--- src/rtl/game_pkg.sv ---
// Shared types and default timing for the board-input front end.
// Defaults assume a 100 MHz clock: 10 ms debounce, 500 ms hold, 100 ms repeat.
package game_pkg;

  typedef enum logic [1:0] {
    IDLE   = 2'd0,
    HOLD   = 2'd1,
    REPEAT = 2'd2
  } rpt_state_e;

  localparam int CLK_HZ             = 100_000_000;
  localparam int DEF_STABLE_CYCLES  = CLK_HZ / 100;
  localparam int DEF_HOLD_CYCLES    = CLK_HZ / 2;
  localparam int DEF_REPEAT_CYCLES  = CLK_HZ / 10;

  function automatic int max_int(input int a, input int b);
    return (a > b) ? a : b;
  endfunction

endpackage

--- src/rtl/debounce_channel.sv ---
// One input channel: 2-flop synchroniser, symmetric stability counter,
// registered edge pulses and a hold/auto-repeat FSM driven by the clean level.
module debounce_channel
  import game_pkg::*;
#(
  parameter int STABLE_CYCLES = DEF_STABLE_CYCLES,
  parameter int HOLD_CYCLES   = DEF_HOLD_CYCLES,
  parameter int REPEAT_CYCLES = DEF_REPEAT_CYCLES
) (
  input  logic clk,
  input  logic rst,
  input  logic noisy,
  output logic clean,
  output logic rise,
  output logic fall,
  output logic rpt
);

  localparam int CW   = $clog2(STABLE_CYCLES + 1);
  localparam int HMAX = max_int(max_int(HOLD_CYCLES, REPEAT_CYCLES), 1);
  localparam int HW   = $clog2(HMAX + 1);

  localparam logic [CW-1:0] S_LAST = CW'(STABLE_CYCLES - 1);
  localparam logic [HW-1:0] H_LAST = HW'((HOLD_CYCLES   > 0) ? HOLD_CYCLES   - 1 : 0);
  localparam logic [HW-1:0] R_LAST = HW'((REPEAT_CYCLES > 0) ? REPEAT_CYCLES - 1 : 0);

  logic [1:0]    sync_q;
  logic          sync;
  logic [CW-1:0] cnt;
  logic          flip, rise_n, fall_n;

  rpt_state_e    state, state_n;
  logic [HW-1:0] hcnt, hcnt_n;
  logic          rpt_n;

  assign sync   = sync_q[1];
  // The level flips on the edge where the STABLE_CYCLES-th consecutive mismatch is seen.
  assign flip   = (sync != clean) && (cnt == S_LAST);
  assign rise_n = flip & ~clean;
  assign fall_n = flip &  clean;

  always_ff @(posedge clk) begin
    if (rst) begin
      sync_q <= '0;
      cnt    <= '0;
      clean  <= 1'b0;
      rise   <= 1'b0;
      fall   <= 1'b0;
    end else begin
      sync_q <= {sync_q[0], noisy};
      if (sync != clean && !flip) cnt <= cnt + CW'(1);
      else                        cnt <= '0;
      if (flip) clean <= ~clean;
      rise <= rise_n;
      fall <= fall_n;
    end
  end

  always_ff @(posedge clk) begin
    if (rst) begin
      state <= IDLE;
      hcnt  <= '0;
      rpt   <= 1'b0;
    end else begin
      state <= state_n;
      hcnt  <= hcnt_n;
      rpt   <= rpt_n;
    end
  end

  // Fall wins over a due repeat pulse so the release cycle is always quiet.
  always_comb begin
    state_n = state;
    hcnt_n  = hcnt + HW'(1);
    rpt_n   = 1'b0;
    case (state)
      IDLE: begin
        hcnt_n = '0;
        if (rise_n) state_n = HOLD;
      end
      HOLD: begin
        if (fall_n) begin
          state_n = IDLE;
          hcnt_n  = '0;
        end else if (hcnt == H_LAST) begin
          state_n = REPEAT;
          hcnt_n  = '0;
          rpt_n   = 1'b1;
        end
      end
      REPEAT: begin
        if (fall_n) begin
          state_n = IDLE;
          hcnt_n  = '0;
        end else if (hcnt == R_LAST) begin
          hcnt_n  = '0;
          rpt_n   = 1'b1;
        end
      end
      default: begin
        state_n = IDLE;
        hcnt_n  = '0;
      end
    endcase
    if (HOLD_CYCLES == 0) begin
      state_n = IDLE;
      hcnt_n  = '0;
      rpt_n   = 1'b0;
    end
  end

endmodule

--- src/rtl/multi_debouncer.sv ---
// N independent button channels, each synchronised, debounced and turned
// into rise/fall/repeat pulses for the game-control FSM.
module multi_debouncer
  import game_pkg::*;
#(
  parameter int N_CH          = 4,
  parameter int STABLE_CYCLES = DEF_STABLE_CYCLES,
  parameter int HOLD_CYCLES   = DEF_HOLD_CYCLES,
  parameter int REPEAT_CYCLES = DEF_REPEAT_CYCLES
) (
  input  logic            clk,
  input  logic            rst,
  input  logic [N_CH-1:0] noisy_in,
  output logic [N_CH-1:0] clean_out,
  output logic [N_CH-1:0] rise_pulse,
  output logic [N_CH-1:0] fall_pulse,
  output logic [N_CH-1:0] repeat_pulse
);

  for (genvar i = 0; i < N_CH; i++) begin : g_ch
    debounce_channel #(
      .STABLE_CYCLES (STABLE_CYCLES),
      .HOLD_CYCLES   (HOLD_CYCLES),
      .REPEAT_CYCLES (REPEAT_CYCLES)
    ) u_ch (
      .clk   (clk),
      .rst   (rst),
      .noisy (noisy_in[i]),
      .clean (clean_out[i]),
      .rise  (rise_pulse[i]),
      .fall  (fall_pulse[i]),
      .rpt   (repeat_pulse[i])
    );
  end

endmodule

--- config.mk ---
export PLATFORM = sky130hd
export DESIGN_NAME = multi_debouncer
export DESIGN_NICKNAME = d
export VERILOG_FILES = /design/src/rtl/game_pkg.sv /design/src/rtl/debounce_channel.sv /design/src/rtl/multi_debouncer.sv
export SDC_FILE = /design/constraint.sdc
export NUM_CORES = 1
export LEC_CHECK = 0
export CORE_MARGIN = 4
export CORE_UTILIZATION = 48
export DETAILED_ROUTE_END_ITERATION = 12
export GPL_TIMING_DRIVEN = 0
export PLACE_DENSITY = 0.73
export SLEW_MARGIN = 30
export SYNTH_ARGS = -nofsm -noshare
export SYNTH_HDL_FRONTEND = slang
export SYNTH_SLANG_ARGS = --single-unit
--- constraint.sdc ---
create_clock -name clk -period 4.7 [get_ports clk]
set_input_delay 0.705 -clock clk [delete_from_list [all_inputs] [get_ports clk]]
set_output_delay 0.705 -clock clk [all_outputs]
set_load 0.02 [all_outputs]
After elaboration in Yosys (flattened, before gate mapping)
Index checks and enable logic that the tools add are counted.
Widths: inputs -> output; s select.
- flip-flop bits (word level): 216
- latch bits: 0
- RAM bits: 0
- bits in read-only memories: 0
- input bits: 6
- memories: 0
- $add $sub $neg: 8
- multiply operators: 0
- div/mod/pow operators: 0
- magnitude comparators: 0
- eq/ne operators: 36
- shift-type cells: 0
- multiplexer cells: 60
- bitwise gates (word level): 16
- reduce and logical (&&, ||, !) cells: 24
- operators with widths (cell ; number):
    $mux 26 ; 16
    $pmux 26 s2 ; 4
    $add 26x1->26 const B ; 4
    $eq 26x24->1 const B ; 4
    $eq 26x26->1 const B ; 4
    $add 20x1->20 const B ; 4
    $eq 20x20->1 const B ; 4
    $mux 2 ; 16
    $pmux 2 s3 ; 4
    $mux 1 ; 16
    $ne 2x1->1 const B ; 8
    $ne 3x1->1 const B ; 4
    $reduce_and 3->1 ; 4
    $and 1x1->1 ; 8
    $eq 2x1->1 const B ; 4
    $eq 2x2->1 const B ; 4
    $logic_and 1x1->1 ; 8
    $logic_not 2->1 ; 4
    $not 1->1 ; 8
    $pmux 1 s2 ; 4
    $reduce_or 2->1 ; 4
    $logic_not 1->1 ; 4
    $ne 1x1->1 ; 4

Longest topological paths before layout
Gate-level depths: netlist (run 1).
- depth in word-level cells: 6
- mapped depth: 8

Cells and area by module
From an unflattened synthesis (run 1), not the netlist that was laid out.
- cell total of the unflattened synthesis: 1173
- area, all modules: 10083.4 um2
- modules (own cells, without submodules) (module ; times used ; cells an instance ; area an instance (um2) ; seq. area each (um2)):
    debounce_channel (g_ch[0].u_ch ...) ; 3 ; 299 ; 2546.2 ; 1081.0
    debounce_channel (g_ch[3].u_ch) ; 1 ; 276 ; 2444.8 ; 1081.0

Worst setup path after synthesis (run 1)
OpenSTA, ideal clock, no wires.
- path kind: reg2reg
- from: register g_ch[3].u_ch.cnt[7]
- to: register g_ch[3].u_ch.state[1]
- library setup time: 0.116 ns
- data arrival time: 1.953 ns
- data required time: 4.584 ns
- setup slack: 2.631 ns
- cell stages (with the launch flop): 6
- path buffers: 0
- clock period less this slack: 2.069 ns
- cells stage by stage: dfxtp_1 -> or4b_1 -> or2_4 -> or4_4 -> a32oi_1 -> and3b_1
- longest elaborated chain between the ends: 5
- elaborated cells between the ends (all ways): 10
- RTL lines (item ; line ; RTL):
    start, declared ; debounce_channel.sv:29 ; logic [CW-1:0] cnt;
    start signal, assigned ; debounce_channel.sv:51 ; if (sync != clean && !flip) cnt <= cnt + CW'(1);
    $eq 20x20->1 * ; debounce_channel.sv:38 ; assign flip = (sync != clean) && (cnt == S_LAST);
    $logic_and 1x1->1 * ; debounce_channel.sv:38 ;
    $and 1x1->1 (on tied branches) ; debounce_channel.sv:40, debounce_channel.sv:39 ;
    $ne 3x1->1 (no line), or another cell as far along ; - ;
    $reduce_and 3->1 (no line) / $pmux 2 s3 (equally long branches) ; - ;
    end signal, assigned ; debounce_channel.sv:65 ; state <= state_n;
    end, declared ; debounce_channel.sv:32 ; rpt_state_e state, state_n;
Every way passes the cells marked *; elsewhere a longest branch is shown, timed or not.
A chain may end at the register's enable or synchronous reset.

Worst setup path in the final report (run 1)
- from: register g_ch[1].u_ch.cnt[15]
- to: register g_ch[1].u_ch.hcnt[18]
- longest elaborated chain between the ends: 5
- elaborated cells between the ends (all ways): 6
- RTL lines (item ; line ; RTL):
    start, declared ; debounce_channel.sv:29 ;
    start signal, assigned ; debounce_channel.sv:51 ;
    $eq 20x20->1 * ; debounce_channel.sv:38 ;
    $logic_and 1x1->1 * ; debounce_channel.sv:38 ;
    $and 1x1->1 * ; debounce_channel.sv:40 ; assign fall_n = flip & clean;
    $mux 26 (on tied branches) ; debounce_channel.sv:92, debounce_channel.sv:82 ;
    $pmux 26 s2 * ; debounce_channel.sv:76 ; case (state)
    end signal, assigned ; debounce_channel.sv:66 ; hcnt <= hcnt_n;
    end, declared ; debounce_channel.sv:33 ; logic [HW-1:0] hcnt, hcnt_n;
Marked as above.

==> flow_metrics.py, run 1 <==
metrics = {
    "outcome": {
        "outcome": "finished clean",
    },
    "die": {
        "die_w_um": 153,
        "design.core.area_um2": 20400,
        "io_pins": 22,
        "start_util_pct": 49.3,
        "fp.dieH_um": 153,
        "num_rows": 52,
        "dieArea_um2": 23400,
    },
    "hold_path": {
        "min_path_type": "register to register",
    },
    "routing": {
        "vias": 7915,
        "wl_per_cell_um": 12.7,
        "viasPerCell": 5.25,
        "first_pass_iters": 4,
        "drt_wl_total_um": 19200,
        "antenna_left": 0,
        "drc": 0,
        "drt_iter0_drc": 463,
    },
    "sta": {
        "tightest_slew_ns": 0.816,
        "fmaxAchievable_mhz": 413,
        "hold_viol": 0,
        "setup_tns_ns": 0,
        "timing.hold.ws_ns": 0.436,
        "max_slew_margin_pct": 45.2,
        "setup_viol": 0,
        "fin_skew_ns": 0.0176,
        "period_share_pct": 51.5,
        "slew_viol_final": 0,
        "grt_setup_unrepaired": "no",
        "min_period_ns": 2.42,
    },
    "global_route": {
        "grt_pass1_wl_um": 34200,
        "grtUsageTotal_pct": 16.4,
        "grt_pass1_vias": 7536,
        "grt_overflow": 0,
        "grt_max_degree": 14,
        "antenna_found_initial": 0,
    },
    "critical_path": {
        "arrival_ns": 2.82,
        "end_kind": "register",
        "crit_type": "register to register",
        "worst_ep_required_time_ns": 5.10,
        "startpoint_type": "register",
        "critPathMaxFanout": 10,
    },
    "pwr": {
        "leakage_nw": 3.56,
        "peakVddDrop_mv": 0.235,
        "powerDensity_nw_per_um2": 325,
    },
    "clocking": {
        "root_buffer": "clkbuf_16",
        "clkSinkCount": 216,
        "cts_tree": "built",
        "cts_hold_buf": 0,
        "numCtsBuffers": 24,
        "h-tree-depth": 1,
        "cts_setup_buffers": 0,
        "cts-resized-gates": 0,
        "clk_pin_slew_ns": 0.06,
        "insertion_delay_ns": 0.52,
        "clockBufferDepth": 3,
    },
    "flow_run": {
        "drv_cap": 0,
    },
    "yosys": {
        "synth_edf_count": 0,
        "syn_area_um2": 10100,
        "synth_nets": 1202,
        "syn_inst": 1172,
        "yosysUniqueCellTypes": 57,
        "yosys_warnings": 0,
        "ys_ff_latch": 216,
        "synthFlopType": "dfxtp_1",
        "yosysSeqAreaShare_pct": 42.9,
        "async_reset_ff_share_pct": 0,
        "syn_area_per_cell_um2": 8.59,
    },
    "placed_design": {
        "place_hpwl_um": 13400,
        "io_buffers": 21,
        "place_congestion": 0.847,
    },
    "final_layout": {
        "syn2layout_area_growth_pct": 13.3,
        "fillCellCount": 1881,
        "drive_gt1_share_pct": 6.14,
        "n_antenna_cell": 0,
        "final_nets": 1249,
        "fin_util_pct": 55.9,
    },
}
critical path, cell delays in order, from the launching register on:
cell,delay [ns]
dfxtp_1,0.34
nor4b_1,0.41
nand4_1,0.25
nor3_1,0.49
a211o_1,0.16
clkbuf_1,0.28
buf_2,0.30
nor2_1,0.07
placed cells by master, fill, tap and decap left out, types with 4 or more instances in the layout:
| cell type | instances |
|---|---|
| or4b_1 | 4 |
| nand2_1 | 85 |
| buf_2 | 8 |
| nand2b_1 | 9 |
| or4_1 | 7 |
| and3_1 | 29 |
| clkbuf_16 | 24 |
| clkdlybuf4s50_1 | 21 |
| inv_1 | 31 |
| nor4_1 | 28 |
| buf_4 | 19 |
| o21ai_0 | 6 |
| nor2_1 | 224 |
| nor3_1 | 47 |
| xor2_1 | 82 |
| clkinv_2 | 7 |
| ha_1 | 24 |
| a211oi_1 | 4 |
| nand3_1 | 79 |
| a21oi_1 | 10 |
| nor4bb_1 | 8 |
| nor4b_1 | 12 |
| clkbuf_1 | 20 |
| and4_1 | 22 |
| clkbuf_8 | 4 |
| xnor2_1 | 86 |
| nor2b_1 | 11 |
| dfxtp_1 | 216 |
| nand4_1 | 46 |
| and2_1 | 10 |
synth_stat cells (9+ instances only):
cell | count | share of area, %
a21oi_1 | 10 | 0.50
and2_1 | 10 | 0.62
and3_1 | 29 | 1.8
and4_1 | 22 | 1.9
buf_4 | 19 | 1.4
clkbuf_1 | 15 | 0.56
dfxtp_1 | 216 | 43
ha_1 | 24 | 3.0
inv_1 | 31 | 1.2
nand2_1 | 85 | 3.2
nand2b_1 | 9 | 0.56
nand3_1 | 79 | 3.9
nand4_1 | 46 | 2.9
nor2_1 | 224 | 8.4
nor2b_1 | 11 | 0.68
nor3_1 | 47 | 2.3
nor4_1 | 28 | 1.7
nor4b_1 | 12 | 1.0
xnor2_1 | 86 | 7.5
xor2_1 | 82 | 7.1
cells by family after synthesis:
family / count (synthesis) / synth area share [%]
AOI/OAI and AO/OA: 50 / 3.60
xor gates and xnor gates: 168 / 14.6
adders and majority gates: 24 / 2.98
buffers and inverters: 75 / 3.60
DFF: 216 / 42.9
muxes: 1 / 0.112
and+or+nand+nor: 638 / 32.1
worst paths after layout:
check | cells after the start | startpoint | slack (ns) | end
hold / removal | 1 | g_ch[2].u_ch.sync_q[0] | 0.44 | g_ch[2].u_ch.sync_q[1]
hold reg to reg | 1 | g_ch[2].u_ch.sync_q[0] | 0.44 | g_ch[2].u_ch.sync_q[1]
setup reg to reg | 7 | g_ch[1].u_ch.cnt[15] | 2.28 | g_ch[1].u_ch.hcnt[18]
setup / recovery | 7 | g_ch[1].u_ch.cnt[15] | 2.28 | g_ch[1].u_ch.hcnt[18]
state kept, by name (all words and copies together) (netlist names):
name	flops
g_ch.u_ch.state	8
g_ch.u_ch.cnt	80
g_ch.u_ch.fall	4
g_ch.u_ch.clean	4
g_ch.u_ch.rise	4
g_ch.u_ch.hcnt	104
g_ch.u_ch.rpt	4
g_ch.u_ch.sync_q	8
through the flow:
| step | cell area (µm²) | instances | total power [W] | worst slack (ns) |
|---|---|---|---|---|
| 2_1_floorplan | 10100 | 1172 | 0.00189 | 2.63 |
| 3_3_place_gp | 10600 | 1463 | 0.00191 | 1.90 |
| 3_5_place_dp | 10600 | 1463 | 0.00191 | 1.86 |
| 4_1_cts | 11400 | 1507 | 0.00377 | 2.29 |
| 5_1_grt | 11400 | 1507 | 0.00385 | 1.99 |
| 6_report | 11400 | 1507 | 0.00371 | 2.28 |
layout make-up:
cell class                      instances  area, µm²  share of cell area (%)
Multi-Input combinational cell        881       5380                    47.2
Sequential cell                       216       4320                    37.9
Clock buffer                           33        674                    5.91
Tap cell                              270        338                    2.96
Buffer                                 43        243                    2.13
Timing Repair Buffer                   21        210                    1.84
Clock inverter                         11        120                    1.05
Inverter                               32        120                    1.05
report_power, final:
group | switching, W | internal, W
sequential | 0.00000269 | 0.00184
combinational | 0.0000187 | 0.0000105
clock | 0.000730 | 0.00112
routing by layer:
metal	wire length, µm	up-vias	global-route usage (%)	share of wire [%]
met1	9490	3665	22.6	49
met5	0	-	0	0
met3	705	30	2.86	3.7
met4	376	0	3.90	2.0
met2	8600	97	27.1	45
li1	-	4123	-	-
Note: power is estimated with default switching activity, not from simulation.
==> inputs of run 2 (changes only) <==
--- a/config.mk
+++ b/config.mk
@@ -9,7 +9,7 @@
 export CORE_UTILIZATION = 48
 export DETAILED_ROUTE_END_ITERATION = 12
 export GPL_TIMING_DRIVEN = 0
-export PLACE_DENSITY = 0.73
+export PLACE_DENSITY = 0.76
 export SLEW_MARGIN = 30
 export SYNTH_ARGS = -nofsm -noshare
 export SYNTH_HDL_FRONTEND = slang
==> constraint.sdc (replaced) <==
create_clock -name clk -period 2.05 [get_ports clk]
set_input_delay 0.3075 -clock clk [delete_from_list [all_inputs] [get_ports clk]]
set_output_delay 0.3075 -clock clk [all_outputs]
set_load 0.02 [all_outputs]
==> flow_metrics.py, run 2 (synthesized netlist as in run 1, its figures left out) <==
metrics = {
    "die": {
        "io_pins": 22,
        "design.core.area_um2": 20400,
        "dieArea_um2": 23400,
        "die_w_um": 153,
        "num_rows": 52,
        "fp.dieH_um": 153,
        "start_util_pct": 49.3,
    },
    "hold_path": {
        "min_path_type": "primary input to register",
    },
    "final_layout": {
        "drive_gt1_share_pct": 12.1,
        "fin_util_pct": 58.1,
        "fillCellCount": 1821,
        "regMostFlops": "g_ch.u_ch.hcnt",
        "multiInputGateArea_um2": 5620,
        "syn2layout_area_growth_pct": 18.0,
        "seq_area_um2": 4340,
        "largest_reg_flops": 104,
        "top_regs": "g_ch.u_ch.hcnt: 104 flops, g_ch.u_ch.cnt: 80 flops",
        "final_nets": 1267,
        "final_common_cell": "nor2_1",
        "mostFrequentLayoutCells": "nor2_1 (223), dfxtp_1 (203), xnor2_1 (86), nand2_1 (83), xor2_1 (82)",
        "n_antenna_cell": 0,
        "fin_cells": 1523,
    },
    "critical_path": {
        "crit_buf_inv": 0,
        "r2r_start": "g_ch[3].u_ch.cnt[7]",
        "crit_chain": "or4b_4, or2_4, or4_4, a32oi_1, and3b_1",
        "critical_path.top_delay_family": "simple AND/OR/NAND/NOR gates",
        "slowest_stage": "or4b_4",
        "r2r-end": "g_ch[3].u_ch.state[1]",
        "reg2reg_depth": 5,
        "worst_ep_required_time_ns": 2.45,
        "rrSetupSlack_ns": -0.04,
        "critPathMaxFanout": 5,
        "end_kind": "register",
        "startpoint_type": "register",
        "startpoint": "g_ch[3].u_ch.cnt[7]",
        "crit_type": "register to register",
        "cp.depth": 5,
        "arrival_ns": 2.49,
        "crit_path_max_incr_delay_ns": 0.52,
        "endpoint": "g_ch[3].u_ch.state[1]",
    },
    "global_route": {
        "grt_max_degree": 14,
        "grt_pass1_vias": 7768,
        "antenna_found_initial": 0,
        "grt_overflow": 0,
        "grtUsageTotal_pct": 17.0,
        "grt_pass1_wl_um": 35400,
    },
    "sta": {
        "tightest_slew_ns": 0.723,
        "max_slew_margin_pct": 51.1,
        "hold_viol": 0,
        "period_share_pct": 102,
        "fin_ws_ns": -0.0396,
        "slew_viol_final": 0,
        "timing.hold.ws_ns": 0.386,
        "min_period_ns": 2.09,
        "fmaxAchievable_mhz": 479,
        "fin_skew_ns": 0.00725,
        "grt_setup_unrepaired": "yes",
        "setup_viol": 1,
    },
    "clocking": {
        "cts_tree": "built",
        "numCtsBuffers": 24,
        "insertion_delay_ns": 0.51,
        "clk_pin_slew_ns": 0.06,
        "h-tree-depth": 1,
        "clkSinkCount": 216,
        "clockBufferDepth": 3,
        "root_buffer": "clkbuf_16",
        "cts_hold_buf": 0,
    },
    "routing": {
        "wl_met2_um": 9810,
        "vias": 8219,
        "wl_met3_um": 807,
        "top_layer": "met4",
        "drt_iter0_drc": 431,
        "drc": 0,
        "wl_per_cell_um": 13.7,
        "first_pass_iters": 5,
        "wl_met1_um": 9810,
        "drt_wl_total_um": 20800,
        "viasPerCell": 5.40,
        "antenna_left": 0,
    },
    "placed_design": {
        "io_buffers": 21,
        "dp.cells": 1463,
        "place_congestion": 0.825,
        "place_ws_ns": -0.393,
        "place_hpwl_um": 13800,
    },
    "outcome": {
        "outcome": "complete, but fails checks",
        "violations": "setup timing",
    },
    "pwr": {
        "leakage_nw": 3.74,
        "p_switching_w": 0.00172,
        "peakVddDrop_mv": 0.584,
        "clock_power_share_pct": 49.7,
        "internal-power_w": 0.00681,
        "power_frac_comb_pct": 0.9,
        "power_w": 0.00853,
        "seqPwrFrac_pct": 49.4,
        "powerDensity_nw_per_um2": 718,
        "switching_share_pct": 20.1,
    },
    "flow_run": {
        "drv_cap": 0,
    },
}
-- run 2: changes by cell type in the layout (fill, tap and decap cells not counted), moves of 6 or more --
cell | previous run | this run
buf_2 | 8 | 1
buf_4 | 19 | 38
buf_6 | 0 | 8
clkbuf_1 | 20 | 11
dfxtp_1 | 216 | 203
dfxtp_2 | 0 | 12
nor4_1 | 28 | 21
nor4_2 | 1 | 7
-- run 2: timing repair --
action,CTS,global route
buffers inserted,10,10
pin swaps,10,17
hold endpoints to repair,0,0
setup endpoints to repair,145,175
gates resized for setup,29,67
gates cloned,0,2
-- run 2: layer usage --
metal	vias up	track usage, %
met1	3885	22.7
met5	-	0
met3	36	3.19
met4	0	4.41
li1	4165	-
met2	133	28.5
-- run 2: power by group through the flow --
stage	registers (W)	clock network, W	logic (W)
2_1_floorplan	0.00430	0	0.0000403
4_1_cts	0.00421	0.00435	0.0000726
6_report	0.00421	0.00424	0.0000778
5_1_grt	0.00421	0.00453	0.0000856
3_5_place_dp	0.00431	0	0.0000682
3_3_place_gp	0.00431	0	0.0000679
-- run 2: area by class of cell --
cell class                      count  area share (%)
Clock inverter                     10           0.885
Buffer                             39            2.50
Tap cell                          270            2.84
Inverter                           32            1.01
Timing Repair Buffer               43            3.14
Multi-Input combinational cell    881            47.3
Clock buffer                       32            5.74
Sequential cell                   216            36.6
-- run 2: worst min-delay path by stage --
stage / from / to / slack, ns / cells past startpoint
after detailed placement: g_ch[1].u_ch.sync_q[0] / g_ch[1].u_ch.sync_q[1] / 0.43 / 1
after floorplan: g_ch[0].u_ch.sync_q[0] / g_ch[0].u_ch.sync_q[1] / 0.41 / 1
after global placement: g_ch[2].u_ch.sync_q[0] / g_ch[2].u_ch.sync_q[1] / 0.42 / 1
after CTS: noisy_in[0] / g_ch[0].u_ch.sync_q[0] / 0.38 / 2
after global routing: noisy_in[0] / g_ch[0].u_ch.sync_q[0] / 0.40 / 2
final: noisy_in[2] / g_ch[2].u_ch.sync_q[0] / 0.39 / 2
-- run 2: through the flow --
stage,setup TNS (ns),area (µm²)
5_1_grt,-0.221,11900
6_report,-0.0396,11900
3_5_place_dp,-28.51,10600
4_1_cts,0,11600
2_1_floorplan,0,10100
3_3_place_gp,-27.00,10600
